[config.mk]
export PLATFORM = sky130hd
export DESIGN_NAME = lf_cmd_rx
export DESIGN_NICKNAME = d
export VERILOG_FILES = /design/src/rtl/lf_cmd_rx_pkg.sv /design/src/rtl/lf_cmd_rx_sync_edge_det.sv /design/src/rtl/lf_cmd_rx.sv
export SDC_FILE = /design/constraint.sdc
export NUM_CORES = 1
export LEC_CHECK = 0
export ABC_AREA = 1
export BUFFER_PORTS_ARGS = -buffer_cell sky130_fd_sc_hd__buf_2
export CORE_UTILIZATION = 58
export CTS_BUF_LIST = sky130_fd_sc_hd__clkbuf_8
export DETAILED_ROUTE_END_ITERATION = 16
export PLACE_DENSITY_LB_ADDON = 0.15
export SETUP_SLACK_MARGIN = 0.2
export SYNTH_ARGS = -nofsm -noshare
export SYNTH_HDL_FRONTEND = slang
export SYNTH_SLANG_ARGS = --single-unit
[constraint.sdc]
create_clock -name pck0 -period 1.8 [get_ports pck0]
set_clock_uncertainty 0.05 [all_clocks]
set_input_delay 0.09 -clock pck0 [delete_from_list [all_inputs] [get_ports pck0]]
set_output_delay 0.09 -clock pck0 [all_outputs]
set_load 0.03 [all_outputs]
[src/rtl/lf_cmd_rx_pkg.sv]
// Shared definitions for the LF command receiver: command codes, major-mode
// values, FSM state encoding and a saturating-increment helper.
package lf_cmd_rx_pkg;

  localparam logic [3:0] FPGA_CMD_SET_CONFREG                = 4'd1;
  localparam logic [3:0] FPGA_CMD_SET_DIVISOR                = 4'd2;
  localparam logic [3:0] FPGA_CMD_SET_EDGE_DETECT_THRESHOLD  = 4'd3;

  localparam logic [2:0] FPGA_MAJOR_MODE_LF_EDGE_DETECT      = 3'd1;
  localparam logic [2:0] FPGA_MAJOR_MODE_OFF                 = 3'd7;

  // Major mode lives in conf_word[8:6]; power up with the FPGA side OFF.
  localparam logic [11:0] CONF_RESET = {3'b000, FPGA_MAJOR_MODE_OFF, 6'b000000};

  typedef enum logic [1:0] {
    ST_IDLE   = 2'd0,
    ST_SHIFT  = 2'd1,
    ST_COMMIT = 2'd2,
    ST_ERR    = 2'd3
  } state_e;

  function automatic logic [7:0] sat_inc8(input logic [7:0] v);
    return (v == 8'hFF) ? v : v + 8'd1;
  endfunction

endpackage

[src/rtl/lf_cmd_rx_sync_edge_det.sv]
// Multi-flop synchronizer for an asynchronous input with rise/fall detection
// against one extra history flop.
module lf_cmd_rx_sync_edge_det #(
  parameter int SYNC_STAGES = 2
) (
  input  logic clk,
  input  logic nreset,
  input  logic d,
  output logic out_s,
  output logic rise,
  output logic fall
);

  logic [SYNC_STAGES-1:0] sync_q, sync_d;
  logic                   prev_q, prev_d;

  always_comb begin
    sync_d = {sync_q[SYNC_STAGES-2:0], d};
    prev_d = sync_q[SYNC_STAGES-1];
  end

  always_ff @(posedge clk) begin
    if (!nreset) begin
      sync_q <= '0;
      prev_q <= 1'b0;
    end else begin
      sync_q <= sync_d;
      prev_q <= prev_d;
    end
  end

  assign out_s = sync_q[SYNC_STAGES-1];
  assign rise  = out_s & ~prev_q;
  assign fall  = ~out_s & prev_q;

endmodule

[src/rtl/lf_cmd_rx.sv]
// ARM->FPGA SPI command receiver in the pck0 domain: frames are assembled MSB
// first, length-checked on ncs rise, then committed to the config registers.
//
// state     | meaning
// ST_IDLE   | waiting for an ncs falling edge
// ST_SHIFT  | collecting bits on spck rise until ncs rises
// ST_COMMIT | one cycle, new config and cmd_strobe visible
// ST_ERR    | one cycle, frame_err visible, err_cnt bumped
module lf_cmd_rx
  import lf_cmd_rx_pkg::*;
#(
  parameter int         FRAME_BITS    = 16,
  parameter int         SYNC_STAGES   = 2,
  parameter logic [7:0] DEF_DIVISOR   = 8'd95,
  parameter logic [7:0] DEF_THRESHOLD = 8'd127
) (
  input  logic        pck0,
  input  logic        nreset,
  input  logic        spck,
  input  logic        mosi,
  input  logic        ncs,
  output logic [11:0] conf_word,
  output logic [7:0]  divisor,
  output logic [7:0]  lf_ed_threshold,
  output logic        cmd_strobe,
  output logic [3:0]  cmd_code,
  output logic        frame_err,
  output logic [7:0]  err_cnt
);

  localparam int CNT_W = $clog2(FRAME_BITS + 2);
  localparam logic [CNT_W-1:0] CNT_FULL = CNT_W'(FRAME_BITS);
  localparam logic [CNT_W-1:0] CNT_MAX  = CNT_W'(FRAME_BITS + 1);

  logic spck_rise, ncs_s, ncs_rise, ncs_fall, mosi_s;
  logic unused_spck_s, unused_spck_fall, unused_mosi_rise, unused_mosi_fall;

  lf_cmd_rx_sync_edge_det #(.SYNC_STAGES(SYNC_STAGES)) u_sync_spck (
    .clk(pck0), .nreset(nreset), .d(spck),
    .out_s(unused_spck_s), .rise(spck_rise), .fall(unused_spck_fall)
  );

  lf_cmd_rx_sync_edge_det #(.SYNC_STAGES(SYNC_STAGES)) u_sync_mosi (
    .clk(pck0), .nreset(nreset), .d(mosi),
    .out_s(mosi_s), .rise(unused_mosi_rise), .fall(unused_mosi_fall)
  );

  lf_cmd_rx_sync_edge_det #(.SYNC_STAGES(SYNC_STAGES)) u_sync_ncs (
    .clk(pck0), .nreset(nreset), .d(ncs),
    .out_s(ncs_s), .rise(ncs_rise), .fall(ncs_fall)
  );

  state_e                state_q, state_d;
  logic [FRAME_BITS-1:0] sr_q, sr_d;
  logic [CNT_W-1:0]      bit_cnt_q, bit_cnt_d;
  logic [11:0]           conf_word_q, conf_word_d;
  logic [7:0]            divisor_q, divisor_d;
  logic [7:0]            threshold_q, threshold_d;
  logic                  cmd_strobe_q, cmd_strobe_d;
  logic [3:0]            cmd_code_q, cmd_code_d;
  logic                  frame_err_q, frame_err_d;
  logic [7:0]            err_cnt_q, err_cnt_d;

  always_comb begin
    state_d      = state_q;
    sr_d         = sr_q;
    bit_cnt_d    = bit_cnt_q;
    conf_word_d  = conf_word_q;
    divisor_d    = divisor_q;
    threshold_d  = threshold_q;
    cmd_strobe_d = 1'b0;
    cmd_code_d   = cmd_code_q;
    frame_err_d  = 1'b0;
    err_cnt_d    = err_cnt_q;

    case (state_q)
      ST_IDLE: begin
        if (ncs_fall) begin
          state_d   = ST_SHIFT;
          bit_cnt_d = '0;
        end
      end

      ST_SHIFT: begin
        // ncs rise wins over a coincident spck rise, so that bit is dropped.
        if (ncs_rise) begin
          if (bit_cnt_q == CNT_FULL) begin
            state_d      = ST_COMMIT;
            cmd_strobe_d = 1'b1;
            cmd_code_d   = sr_q[15:12];
            case (sr_q[15:12])
              FPGA_CMD_SET_CONFREG: begin
                conf_word_d = sr_q[11:0];
                if (sr_q[8:6] == FPGA_MAJOR_MODE_LF_EDGE_DETECT)
                  threshold_d = DEF_THRESHOLD;
              end
              FPGA_CMD_SET_DIVISOR:               divisor_d   = sr_q[7:0];
              FPGA_CMD_SET_EDGE_DETECT_THRESHOLD: threshold_d = sr_q[7:0];
              default: ;
            endcase
          end else begin
            state_d     = ST_ERR;
            frame_err_d = 1'b1;
            err_cnt_d   = sat_inc8(err_cnt_q);
          end
        end else if (spck_rise && !ncs_s) begin
          sr_d = {sr_q[FRAME_BITS-2:0], mosi_s};
          if (bit_cnt_q != CNT_MAX)
            bit_cnt_d = bit_cnt_q + CNT_W'(1);
        end
      end

      ST_COMMIT: state_d = ST_IDLE;
      ST_ERR:    state_d = ST_IDLE;
      default:   state_d = ST_IDLE;
    endcase
  end

  always_ff @(posedge pck0) begin
    if (!nreset) begin
      state_q      <= ST_IDLE;
      sr_q         <= '0;
      bit_cnt_q    <= '0;
      conf_word_q  <= CONF_RESET;
      divisor_q    <= DEF_DIVISOR;
      threshold_q  <= DEF_THRESHOLD;
      cmd_strobe_q <= 1'b0;
      cmd_code_q   <= 4'd0;
      frame_err_q  <= 1'b0;
      err_cnt_q    <= 8'd0;
    end else begin
      state_q      <= state_d;
      sr_q         <= sr_d;
      bit_cnt_q    <= bit_cnt_d;
      conf_word_q  <= conf_word_d;
      divisor_q    <= divisor_d;
      threshold_q  <= threshold_d;
      cmd_strobe_q <= cmd_strobe_d;
      cmd_code_q   <= cmd_code_d;
      frame_err_q  <= frame_err_d;
      err_cnt_q    <= err_cnt_d;
    end
  end

  assign conf_word       = conf_word_q;
  assign divisor         = divisor_q;
  assign lf_ed_threshold = threshold_q;
  assign cmd_strobe      = cmd_strobe_q;
  assign cmd_code        = cmd_code_q;
  assign frame_err       = frame_err_q;
  assign err_cnt         = err_cnt_q;

endmodule
After elaboration in Yosys (flattened, before gate mapping)
Index checks and enable logic that the tools add are counted.

Register bits: 73. Bits in latches: 0. RAM bits: 0. Memory bits (read-only): 0. Input port bits: 5. Output and inout bits: 42. Logic and storage cells: 70. Memories kept: 0.

$add $sub $neg: 2. $mul: 0. Divide/modulo/power cells: 0. Magnitude comparators: 0. Equality and inequality tests: 16. Shifts and indexed selects: 0. Mux-type cells: 13. Bitwise gates (word level): 9. Reduce and logical (&&, ||, !) cells: 15.

Operator list (count): 2-to-1 mux 5 bit (4); case mux 8 bit (2 select lines) (1); != test 2 bit, second input constant (6); AND reduction 4 bit (3); case mux 5 bit (2 select lines) (1); AND reduction 5 bit (2); AND reduction 3 bit (3); adder 8 x 1 -> 8 bit, second input constant (1); equality test 4 x 2 -> 1 bit, second input constant (2); equality test 8 bit, second input constant (1); 2-to-1 mux 8 bit (1); NOT 1 bit (6); case mux 2 bit (3 select lines) (1); adder 5 x 1 -> 5 bit, second input constant (1); equality test 5 bit, second input constant (1); != test 5 bit, second input constant (1); equality test 2 bit, second input constant (2); equality test 4 x 1 -> 1 bit, second input constant (1); 2-to-1 mux 2 bit (2); nonzero test 2 bit (2); AND 1 bit (3); equality test 3 x 1 -> 1 bit, second input constant (1); 2-to-1 mux 1 bit (3); equality test 2 x 1 -> 1 bit, second input constant (1); other kinds (5) (5).

Depth between registers and ports, before layout
Depth in word-level cells: 6. Gate-level depth with buffers: 8.

Modules after synthesis
Synthesis repeated with hierarchy kept, for this count alone.

Cells, all modules: 393. Area, all modules: 3026.7 sq um.

Modules (own cells, without submodules): lf_cmd_rx (instances 1, cells an instance 354, area each 2726.4 sq um, sequential area each 1301.2 sq um); lf_cmd_rx_sync_edge_det (instances 3, cells an instance 13, area each 100.1 sq um, sequential area each 60.1 sq um).

Least setup slack after synthesis
Ideal clock, no wire load.

Path kind: register to register. From: register err_cnt_q[1] (netlist: err_cnt[1]). To: register err_cnt_q[4] (netlist: err_cnt[4]). Library setup time: 0.072 ns. Arrival time: 1.466 ns. Setup slack: 0.212 ns. Stages on the path, launching flop included: 8. Buffers on the path: 0. Period minus slack after synthesis: 1.588 ns. Path through: dfxtp_1 > ha_1 > nand2_1 > nor2_1 > nand2_1 > nand3_1 > nand2_1 > a21oi_1.

Longest elaborated chain between the ends: 3. Elaborated cells between the ends (all ways): 4.

RTL lines: from (decl) (line lf_cmd_rx.sv:62) `logic [7:0] err_cnt_q, err_cnt_d;`; from (signal assigned) (line lf_cmd_rx.sv:141) `err_cnt_q <= err_cnt_d;`; branches (longest 3 deep; another with adder 8 x 1 -> 8 bit).

Parallel ways; which one is timed is not known. A chain may end at the register's enable or synchronous reset.

Final worst setup path
From: register bit_cnt_q[1]. To: register conf_word_q[1] (netlist: conf_word[1]).

Longest elaborated chain between the ends: 2.

RTL lines: from (decl) (line lf_cmd_rx.sv:55) `logic [CNT_W-1:0] bit_cnt_q, bit_cnt_d;`; from (signal assigned) (line lf_cmd_rx.sv:134) `bit_cnt_q <= bit_cnt_d;`; equality test 5 bit (line lf_cmd_rx.sv:87) `if (bit_cnt_q == CNT_FULL) begin`; AND reduction 4 bit (no source line); to (signal assigned) (line lf_cmd_rx.sv:135) `conf_word_q <= conf_word_d;`; to (decl) (line lf_cmd_rx.sv:56) `logic [11:0] conf_word_q, conf_word_d;`.

Every way passes these cells.

==> summary.md <==
| Metric | Value |
|---|---|
| Status | `completed` |
| Largest family of logic cells by synthesized area | `simple AND/OR/NAND/NOR gates` |
| Cts bufs inserted | `9` |
| Pre-CTS setup slack | `175 ps` |
| Leakage | `1.59 nW` |
| Ports | `47` |
| Fin crit share | `83.6%` |
| CTS Sinks | `73` |
| Post-DP HPWL | `4190 um` |
| Final Hold Viols | `0` |
| Synthesized area per cell | `between 7 and 8 sq um` |
| Die height | `73.8 um` |
| CTS H-tree depth | `3` |
| Setup-failing EPs final | `0` |
| Area growth, synth to finish | `19.9%` |
| Mux contribution to synthesized area | `0%` |
| Startpoint types | `register` |
| Final total power | `2.88 mW` |
| Peak supply drop | `0.000507 V` |
| Hold crit path type | `in -> reg` |
| First-pass GRT wire length | `10300 um` |
| Total wire length | `6300 um` |
| Max cap viols | `0` |
| Worst Path Arrival | `between 1500 and 2000 ps` |
| Synth Area in Compound Gates | `12.3%` |
| CTS clk-pin slew, worst paths | `80 ps` |
| Drt drc | `0` |
| Mapped Area | `roughly 3000 sq um` |
| Root buffer cell | `clkbuf_8` |
| Yosys warns | `0` |
| Num rows | `25` |
| Routability-driven placement congestion ratio | `0.783` |
| Final-layout fill cell count | `395` |
| RSZ-0062 raised after global routing | `true` |
| Primary FF master, synth | `dfxtp_1` |
| Fmax | `between 600 and 700 MHz` |
| Clock buffer depth | `2` |
| Register Area | `1460 sq um` |
| Die X | `73.8 um` |
| Crit-path max FO | `12` |
| Final nets | `around 470` |
| Final max-slew violation count | `0` |
| Adder-cell share of the synthesized area | `1.67%` |
| Post-Synth XOR/XNOR Area | `0.878%` |
| Full die area | `5450 sq um` |
| WP data required | `slightly below 2000 ps` |
| Setup WS post-layout | `295 ps` |
| Setup TNS | `0 ps` |
| Initial detailed-routing violation count | `~210` |
| PwrDens | `803 nW/um^2` |
| Area of the core | `4850 sq um` |
| Remaining Overflow, GRT | `0` |
| Vias post-DR | `2722` |
| Largest net degree at the start of global routing | `54` |
| Post-synth EDFFs | `0` |
| Antenna violations before repair | `0` |
| Simple-gate share of the synthesized area | `29.1%` |
| Critical path class | `reg -> reg` |
| Count of state elements after synthesis | `73` |
| DR vias/cell | `5.15` |
| Layout cells sized above 1 | `21.4%` |
| PortBufs | `46` |
| Minimum clock period | `around 1500 ps` |
| Count of different cell masters after synthesis | `28` |
| TritonCTS clock tree | `done` |
| Syn Nets | `404` |
| Post-Synthesis Cells | `395` |
| Total GRT Usage | `25.1%` |
| Worst rel slew slack | `between 60% and 70%` |
| Ant. Diodes | `0` |
| Later-pin clock latency in the skew report | `about 350 ps` |
| Antenna-violating nets left | `0` |
| DRT Pass-1 Iters | `4` |
| Initial Util | `61.7%` |
| Multi-input logic area | `1330 sq um` |
| Post-synthesis sequential area ratio | `48.8%` |
| Slew @ Worst Pin | `~470 ps` |
| Drt wl/cell | `approximately 12 um` |
| Post-synth ARST share | `0%` |
| Number of global-route vias before repair | `about 2300` |
| Crit. End Element | `register` |
-- registers in the layout (all words and copies together), names as in the netlist, 4 cells and up --
register	flops
cmd_code	4
sr_q	16
divisor	8
bit_cnt_q	5
conf_word	12
lf_ed_threshold	8
err_cnt	8
-- worst max-delay path: stages (launching register included) --
cell and delay [ps]:
dfxtp_1 330, inv_1 90, ha_1 190, nand3_4 150, nor2_8 160, nand2_2 170
o21ai_0 210, nor2_1 50
-- layer usage --
layer | wire, um | GRT usage, % | vias up
met5 | 0 | 0 | -
met4 | 85 | 12.4 | 0
met3 | 305 | 4.94 | 10
met2 | 2810 | 38.6 | 71
met1 | 3100 | 33.6 | 1237
li1 | - | - | 1404
-- cell usage in the layout (no fill, tap or decap) --
master,count
nand3_1,48
nor2_8,1
xor2_1,3
nand3_4,1
clkbuf_8,11
nand2_1,87
nor3_1,2
a21oi_1,38
nand3b_1,1
dfxtp_1,71
o21ai_0,24
clkinv_1,1
inv_1,35
ha_1,4
nor2_4,4
nor2_2,5
clkinvlp_4,3
o21ai_1,7
buf_4,14
clkinv_2,1
dfxtp_2,2
a21boi_0,1
inv_2,3
nand4_1,1
nand2_2,5
buf_2,46
nand3_2,1
nor2_1,37
dlygate4sd3_1,3
a21oi_4,1
buf_12,1
-- cells in the mapped netlist (2+ instances only) --
cell | count | area (sq um)
a21oi_1 | 38 | 190
buf_2 | 2 | 10.0
buf_6 | 2 | 22.5
clkbuf_1 | 6 | 22.5
dfxtp_1 | 73 | 1460
ha_1 | 4 | 50.1
inv_1 | 34 | 128
inv_2 | 3 | 11.3
nand2_1 | 87 | 327
nand2_2 | 5 | 31.3
nand3_1 | 49 | 245
nor2_1 | 38 | 143
nor2_2 | 5 | 31.3
nor2_4 | 3 | 33.8
nor3_1 | 2 | 10.0
o21ai_0 | 24 | 120
o21ai_1 | 7 | 35.0
xor2_1 | 3 | 26.3
-- stage by stage --
stage	std cells	cell area [sq um]	hold WS (ps)	utilization [%]
after floorplan	395	2990	138	-
after global placement	501	3280	221	67.7
after detailed placement	501	3280	226	67.7
after CTS	523	3530	117	72.8
after global routing	529	3590	133	74.0
final	529	3590	120	74.0
-- cells by family (layout without fill, tap and decap cells) --
family | Yosys count | in the layout
flip-flops | 73 | 73
AND/OR/NAND/NOR | 193 | 193
AO/OA/AOI/OAI | 71 | 71
XOR/XNOR | 3 | 3
adder cells (fa/ha/maj) | 4 | 4
buffers and inverters | 51 | 118
-- layout make-up --
type	instances	share of cell area, %
flip-flops and latches	73	40.8
multi-input cells	271	37.1
repair buffers	64	10.7
clock buffers	11	4.22
inverters	38	3.97
well taps	67	2.34
clock inverters	5	0.872
-- worst paths after layout --
path	slack, ps	cells after the start	to	start
setup reg to reg	300	7	conf_word[1]	bit_cnt_q[1]
setup / recovery	300	7	conf_word[1]	bit_cnt_q[1]
hold reg to reg	360	2	u_sync_spck.sync_q[1]	u_sync_spck.sync_q[0]
hold / removal	120	3	divisor[7]	nreset
-- where the power goes --
group          internal, mW  switching, mW
Clock                 0.567          0.596
Combinational        0.0272         0.0551
Sequential             1.63        0.00808
-- what timing repair did --
action                     in CTS  in global routing
pin swaps                       1                  3
resized for setup               0                  5
setup buffers                   3                  6
hold buffers                    3                  0
setup endpoints to repair       3                 33
hold endpoints to repair        3                  0
(Power assumes the default switching activity.)
